### src/rtl/priority_encoder_sync_if.sv
// Switch-encoder bus.
//   SW     : raw asynchronous switch lines, bit 0 = highest priority
//   CLR    : synchronous clear of a latched result
//   CODE   : index of lowest set debounced line (0 when none)
//   VALID  : at least one debounced line set, or a latched hit held
//   MULTI  : more than one debounced line set at encode/capture time
//   CHANGE : one-cycle pulse when {VALID,CODE} takes a new value
// master = switch/lab side, slave = encoder.
interface priority_encoder_sync_if #(
  parameter int N = 8
) ();
  localparam int W = $clog2(N);

  logic [N-1:0] SW;
  logic         CLR;
  logic [W-1:0] CODE;
  logic         VALID;
  logic         MULTI;
  logic         CHANGE;

  modport master (output SW, CLR, input  CODE, VALID, MULTI, CHANGE);
  modport slave  (input  SW, CLR, output CODE, VALID, MULTI, CHANGE);
endinterface

### src/rtl/priority_encoder_sync.sv
// Clocked priority encoder for board switches.
// Each switch line is synchronised (2 flops) and debounced, then the
// lowest-index debounced line is encoded to a binary code with valid,
// multi-hit and change flags. LATCH=1 holds the first hit until CLR.
//   CLK   : system clock, rising edge
//   RST_N : asynchronous active-low reset
//   bus   : priority_encoder_sync_if slave (SW/CLR in, CODE/VALID/MULTI/CHANGE out)
// SW edge to registered outputs: 2 + DEBOUNCE_CYCLES + 1 cycles.

// Per-line synchroniser + debounce filter.
//   i_sw  : raw switch line
//   o_deb : debounced level
module priority_encoder_sync_lane #(
  parameter int DEBOUNCE_CYCLES = 16
) (
  input  logic CLK,
  input  logic RST_N,
  input  logic i_sw,
  output logic o_deb
);
  // One extra bit so the counter cannot wrap before reaching D-1.
  localparam int CW = $clog2(DEBOUNCE_CYCLES) + 1;

  logic          r_s1, r_s2, r_deb;
  logic [CW-1:0] r_cnt;

  always_ff @(posedge CLK or negedge RST_N) begin
    if (!RST_N) begin
      r_s1  <= 1'b0;
      r_s2  <= 1'b0;
      r_deb <= 1'b0;
      r_cnt <= '0;
    end else begin
      r_s1 <= i_sw;
      r_s2 <= r_s1;
      if (r_s2 == r_deb) begin
        r_cnt <= '0;
      end else if (r_cnt == CW'(DEBOUNCE_CYCLES - 1)) begin
        // D consecutive mismatching cycles seen: accept the new level.
        r_deb <= r_s2;
        r_cnt <= '0;
      end else begin
        r_cnt <= r_cnt + 1'b1;
      end
    end
  end

  assign o_deb = r_deb;
endmodule

module priority_encoder_sync #(
  parameter int N               = 8,
  parameter int DEBOUNCE_CYCLES = 16,
  parameter int LATCH           = 0
) (
  input  logic                   CLK,
  input  logic                   RST_N,
  priority_encoder_sync_if.slave bus
);
  localparam int W = $clog2(N);

  typedef enum logic {S_IDLE, S_HELD} state_t;

  logic [N-1:0] w_deb;
  logic [W-1:0] w_enc_code;
  logic         w_enc_valid, w_enc_multi;

  state_t       r_state, w_state_nxt;
  logic [W-1:0] r_code, w_code_nxt;
  logic         r_valid, w_valid_nxt;
  logic         r_multi, w_multi_nxt;
  logic         r_change, w_change_nxt;

  for (genvar gi = 0; gi < N; gi++) begin : g_lane
    priority_encoder_sync_lane #(
      .DEBOUNCE_CYCLES(DEBOUNCE_CYCLES)
    ) u_lane (
      .CLK  (CLK),
      .RST_N(RST_N),
      .i_sw (bus.SW[gi]),
      .o_deb(w_deb[gi])
    );
  end

  // Scan high to low so the lowest set index is the last one written.
  always_comb begin
    w_enc_code = '0;
    for (int i = N - 1; i >= 0; i--) begin
      if (w_deb[i]) w_enc_code = W'(i);
    end
  end

  assign w_enc_valid = |w_deb;
  // Clearing the lowest set bit leaves something only if >1 bit was set.
  assign w_enc_multi = (w_deb & (w_deb - N'(1))) != '0;

  always_ff @(posedge CLK or negedge RST_N) begin
    if (!RST_N) begin
      r_state  <= S_IDLE;
      r_code   <= '0;
      r_valid  <= 1'b0;
      r_multi  <= 1'b0;
      r_change <= 1'b0;
    end else begin
      r_state  <= w_state_nxt;
      r_code   <= w_code_nxt;
      r_valid  <= w_valid_nxt;
      r_multi  <= w_multi_nxt;
      r_change <= w_change_nxt;
    end
  end

  always_comb begin
    w_state_nxt = r_state;
    w_code_nxt  = r_code;
    w_valid_nxt = r_valid;
    w_multi_nxt = r_multi;
    if (LATCH == 0) begin
      w_state_nxt = S_IDLE;
      w_code_nxt  = w_enc_code;
      w_valid_nxt = w_enc_valid;
      w_multi_nxt = w_enc_multi;
    end else begin
      case (r_state)
        S_IDLE: begin
          w_code_nxt  = w_enc_code;
          w_valid_nxt = w_enc_valid;
          w_multi_nxt = w_enc_multi;
          if (w_enc_valid) w_state_nxt = S_HELD;
        end
        S_HELD: begin
          // Clear wins even if lines are still active; IDLE recaptures next cycle.
          if (bus.CLR) begin
            w_state_nxt = S_IDLE;
            w_code_nxt  = '0;
            w_valid_nxt = 1'b0;
            w_multi_nxt = 1'b0;
          end
        end
        default: w_state_nxt = S_IDLE;
      endcase
    end
    // MULTI alone changing does not count as a change.
    w_change_nxt = {w_valid_nxt, w_code_nxt} != {r_valid, r_code};
  end

  assign bus.CODE   = r_code;
  assign bus.VALID  = r_valid;
  assign bus.MULTI  = r_multi;
  assign bus.CHANGE = r_change;
endmodule

### src/flat_wrapper.sv
// flat-port wrapper written by rule: the top's interface ports become plain ports
module priority_encoder_sync_flat 
#(
  parameter int N               = 8,
  parameter int DEBOUNCE_CYCLES = 16,
  parameter int LATCH           = 0
)
  (CLK, RST_N, bus_SW, bus_CLR, bus_CODE, bus_VALID, bus_MULTI, bus_CHANGE);
  priority_encoder_sync_if #(.N(N)) bus_i ();
  input  logic CLK;
  input  logic RST_N;
  input wire logic [$bits(bus_i.SW)-1:0] bus_SW;
  input wire logic [$bits(bus_i.CLR)-1:0] bus_CLR;
  output wire logic [$bits(bus_i.CODE)-1:0] bus_CODE;
  output wire logic [$bits(bus_i.VALID)-1:0] bus_VALID;
  output wire logic [$bits(bus_i.MULTI)-1:0] bus_MULTI;
  output wire logic [$bits(bus_i.CHANGE)-1:0] bus_CHANGE;
  assign bus_i.SW = bus_SW;
  assign bus_i.CLR = bus_CLR;
  assign bus_CODE = bus_i.CODE;
  assign bus_VALID = bus_i.VALID;
  assign bus_MULTI = bus_i.MULTI;
  assign bus_CHANGE = bus_i.CHANGE;
  priority_encoder_sync #(.N(N), .DEBOUNCE_CYCLES(DEBOUNCE_CYCLES), .LATCH(LATCH)) u_core (.CLK(CLK), .RST_N(RST_N), .bus(bus_i));
endmodule
### config.mk
export PLATFORM = sky130hd
export DESIGN_NAME = priority_encoder_sync_flat
export DESIGN_NICKNAME = d
export VERILOG_FILES = /design/src/rtl/priority_encoder_sync_if.sv /design/src/rtl/priority_encoder_sync.sv /design/src/flat_wrapper.sv
export SDC_FILE = /design/constraint.sdc
export NUM_CORES = 1
export LEC_CHECK = 0
export CORE_MARGIN = 4
export CORE_UTILIZATION = 40
export CTS_CLUSTER_SIZE = 24
export DETAILED_ROUTE_END_ITERATION = 12
export HOLD_SLACK_MARGIN = 0.08
export PLACE_DENSITY = 0.54
export SYNTH_ARGS = -nofsm -noshare
export SYNTH_HDL_FRONTEND = slang
export SYNTH_HIERARCHICAL = 1
export SYNTH_SLANG_ARGS = --single-unit
### constraint.sdc
create_clock -name CLK -period 2.9 [get_ports CLK]
set_input_delay 0.58 -clock CLK [delete_from_list [all_inputs] [get_ports CLK]]
set_output_delay 0.58 -clock CLK [all_outputs]
set_load 0.01 [all_outputs]
# Word-level counts from Yosys, hierarchy flattened

Cells that the tools add are included.

Bits in registers: 70
Logic and storage cells: 105
Input bits: 11
Output and inout port bits: 6

Bitwise gates (word level): 9
Equal/unequal tests: 17
Add/subtract/negate cells: 9
Reductions and logical operators: 10
Multiplexer cells: 24

Operators by type and width:

| operator              | number |
|---|---|
| $mux W5               | 16 |
| $add A5 B1 Y5 const B | 8 |
| $eq A5 B4 Y1 const B  | 8 |
| $mux W3               | 8 |
| $reduce_and A2 Y1     | 8 |
| $and A8 B8 Y8         | 1 |
| $eq A1 B1 Y1          | 8 |
| $not A1 Y1            | 8 |
| $reduce_bool A8 Y1    | 1 |
| $reduce_or A8 Y1      | 1 |
| $sub A8 B1 Y8 const B | 1 |
| $ne A4 B4 Y1          | 1 |

# Depth between registers and ports, before layout

Depth after elaboration: 9
Depth in mapped cells: 5
Mapped depth without buffers: 4

# By module

Netlist, hierarchy kept.

By module, submodules not included:

| module                     | instances | sequential area each (um^2) | cells an instance | area an instance (um^2) |
|---|---|---|---|---|
| priority_encoder_sync_lane | 8         | 200.2                       | 23                | 311.5 |
| priority_encoder_sync      | 1         | 150.1                       | 42                | 397.9 |

# Worst setup path after synthesis

No wires, ideal clock.

Path type: register to register
From: register u_core.g_lane[0].u_lane.r_deb
To: register u_core.r_multi, in the netlist u_core/bus.MULTI
Setup time: 122 ps
Arrival: 1321 ps
Data required time: 2778 ps
Cell stages (with the launch flop): 6
Setup slack: 1456 ps
Clock period less this slack: 1444 ps
Path buffers: 1
Cells stage by stage: dfrtp_1 buf_2 or4_4 a2111oi_4 a21o_1 o21ai_1

Cells in the longest elaborated chain, start to end: 3

Ends and longest elaborated chain:

| element                | line                         | source |
|---|---|---|
| start, declared        | priority_encoder_sync.sv:24  | `logic r_s1, r_s2, r_deb;` |
| start signal, assigned | priority_encoder_sync.sv:40  | `r_deb <= r_s2;` |
| $sub A8 B1 Y8          | priority_encoder_sync.sv:95  | `assign w_enc_multi = (w_deb & (w_deb - N'(1))) != '0;` |
| $and A8 B8 Y8 *        | priority_encoder_sync.sv:95  |  |
| $reduce_bool A8 Y1 *   | priority_encoder_sync.sv:95  |  |
| via u_core.w_enc_multi | priority_encoder_sync.sv:66  | `logic w_enc_valid, w_enc_multi;` |
| end signal, assigned   | priority_encoder_sync.sv:108 | `r_multi <= w_multi_nxt;` |
| end, declared          | priority_encoder_sync.sv:71  | `logic r_multi, w_multi_nxt;` |

The timed path passes the listed nets; every way through them passes the cells marked *.
A chain may end at the register's enable or synchronous reset.

# Worst setup path after layout

From: register u_core.r_valid, in the netlist u_core/bus.VALID
To: output port bus_VALID

RTL lines:

| element                | line                         | source |
|---|---|---|
| start, declared        | priority_encoder_sync.sv:70  | `logic r_valid, w_valid_nxt;` |
| start signal, assigned | priority_encoder_sync.sv:107 | `r_valid <= w_valid_nxt;` |
| end, declared          | flat_wrapper.sv:15           | `output wire logic [$bits(bus_i.VALID)-1:0] bus_VALID;` |

No word-level cell between the ends.

==> flow_summary.yaml <==
cts:
  cts_setup_buffers: 0
  h-tree-depth: 3
  ctsHoldBuffers: 0
  path_clk_slew_ns: 0.06
  cts_root_buffer: "clkbuf_8"
  clk_latency_ns: 0.33
  clockBufferDepth: 2
  cts_sinks: 70
  cts_tree: "yes"
  cts_resized: 0
  cts_made_buffers: 9
timing:
  hold_viol: 0
  drv_slew: 0
  fin_ws_ns: 1.05
  relSlewSlack: 0.658
  min_period_ns: 1.85
  skew_ns: 0.00655
  fin_setup_tns_ns: 0
  setup_viol: 0
  final.period_utilization: 0.639
  clock.fmax_mhz: 539
  timing.hold.ws_ns: 0.254
  rsz0062_at_grt: "no"
  worst_pin_slew_ns: 0.513
synthesis:
  synthTopCellsByCount: "70 x dfrtp_1, 24 x xor2_1, 22 x nor2_1, 16 x nor2_2"
  async_flop_share: 1.00
  netlist_top_cells_area: "dfrtp_1 61%, xor2_1 7.3%, ha_1 3.5%, nor2_2 3.5%, mux2_1 3.1%"
  synth.most_common_cell: "dfrtp_1"
  yosys.area.top_type_share: 0.606
  ys_ff_latch: 70
  synth-seq-area-share: 0.606
  avgSynthCellArea_sq_um: 12.8
  netlist.top_cell.by_area: "dfrtp_1"
  synth_edf_count: 0
  syn-instance-count: 226
  synth_ff_type: "dfrtp_1"
  yosys.cell_types.count: 33
  synth_warnings: 6
  synth.net_count: 245
  synth_area_sq_um: 2890
critical_path:
  critPathBufInv: 1
  crit_path_max_incr_delay_ns: 0.55
  crit_family: "buffers and inverters"
  crit_required_ns: 2.32
  reg2reg_to: "u_core/bus.MULTI$_DFF_PN0_"
  slowest_stage: "clkdlybuf4s50_1"
  crit_type: "reg2out"
  regToRegSetupSlack_ns: 1.36
  startpoint_type: "flip-flop"
  worstPathArrival_ns: 1.27
  timing.rr.start: "u_core/g_lane[2].u_lane/o_deb$_DFFE_PN0P_"
  worstPathCellList: "clkdlybuf4s50_1"
  cp-end-kind: "primary output"
  critPathMaxFanout: 4
  rr_worst_depth: 4
detailed_routing:
  drt_iter0_markers: 46
  wl_per_cell_microns: 11.3
  drtPass1Iterations: 4
  num_vias: 1613
  antenna_left: 0
  wl_microns: 3960
  drc: 0
  viasPerCell: 4.58
floorplanning:
  rows: 30
  die_h_microns: 93.0
  ios: 17
  core_sq_um: 6910
  die_area_sq_um: 8650
  die_x_microns: 93.0
  start_util: 0.418
power:
  power_mw: 1.77
  ir_drop_v: 0.000308
  power_density_nw_per_um2: 534
  leakage_nw: 1.64
place:
  placed_area_sq_um: 3170
  io_buffers: 15
  dp_cells: 338
  dp_hpwl_microns: 2790
  pre_cts_ws_ns: 1.36
  place.gp.congestion: 0.676
grt:
  grt_usage: 0.108
  grt_max_degree: 43
  grt-ovfl-total: 0
  antenna_found_initial: 0
  grt_pass1_wl_microns: 7180
  grt_pass1_vias: 1574
worst_hold_path:
  hp-class: "in2async"
cells_and_area:
  area.growth.synth_to_final_pct: 14.9
  fin_util: 0.481
  num_antenna_cells: 0
  final_area_sq_um: 3320
  fin_nets: 272
  layout-drive-gt1-share: 0.230
  final_cell_count_no_fill: 352
outcome:
  status: "complete, no violations"
run:
  cap_violations: 0
[layout by cell type (no fill, tap or decap), types with 9 or more instances in the layout]
cell type        netlist  layout
inv_1                  9       9
xor2_1                24      24
nor2_2                16      16
and2_1                 9       9
dfrtp_1               70      70
nor2_1                22      22
nand3_1                9       9
clkbuf_8               0      10
clkdlybuf4s50_1        0      14
[where the power goes]
group / switching, mW / internal (mW) / total, mW
logic: 0.0531 / 0.0434 / 0.0964
clock network: 0.311 / 0.322 / 0.633
registers: 0.0266 / 1.02 / 1.04
[kinds of logic (layout without fill, tap and decap cells)]
logic type | Yosys count | in the layout | share of synthesized area
compound gates | 22 | 22 | 0.0649
xor+xnor | 24 | 24 | 0.0727
fa+ha+maj | 8 | 8 | 0.0346
buf+inv | 10 | 40 | 0.0134
flops | 70 | 70 | 0.606
mux | 9 | 9 | 0.0346
simple gates | 83 | 83 | 0.174
[registers in the layout (all words and copies together) (netlist names)]
signal,flops
u_core/bus.MULTI,1
u_core/g_lane.u_lane/o_deb,8
u_core/bus.CHANGE,1
u_core/g_lane.u_lane/r_s2,8
u_core/g_lane.u_lane/r_cnt,40
u_core/g_lane.u_lane/r_s1,8
u_core/bus.CODE,3
u_core/bus.VALID,1
[routing by layer]
layer | global-route usage | vias to the layer above | part of all wire
met4 | 0.0440 | 0 | 0.018
met2 | 0.155 | 23 | 0.44
li1 | - | 810 | -
met1 | 0.138 | 773 | 0.49
met3 | 0.0523 | 7 | 0.058
met5 | 0 | - | 0
[how the worst max path moves through the flow]
stage / from / end / slack (ns) / cells past startpoint
after floorplan: u_core/g_lane[0].u_lane/o_deb$_DFFE_PN0P_ / u_core/bus.MULTI$_DFF_PN0_ / 1.46 / 5
after global placement: u_core/g_lane[3].u_lane/o_deb$_DFFE_PN0P_ / u_core/bus.MULTI$_DFF_PN0_ / 1.38 / 4
after detailed placement: u_core/g_lane[3].u_lane/o_deb$_DFFE_PN0P_ / u_core/bus.MULTI$_DFF_PN0_ / 1.36 / 4
after CTS: u_core/bus.CODE[2]$_DFF_PN0_ / bus_CODE[2] / 1.02 / 1
after global routing: u_core/bus.VALID$_DFF_PN0_ / bus_VALID / 0.95 / 1
final: u_core/bus.VALID$_DFF_PN0_ / bus_VALID / 1.05 / 1
[cell type report]
cell class              instances  area [sq um]
fillers                       658          3590
flip-flops and latches         70          1750
multi-input cells             146          1100
repair buffers                 17           160
clock buffers                  12           145
well taps                      96           120
inverters                       9          33.8
clock inverters                 2          10.0
(Power assumes the default switching activity.)
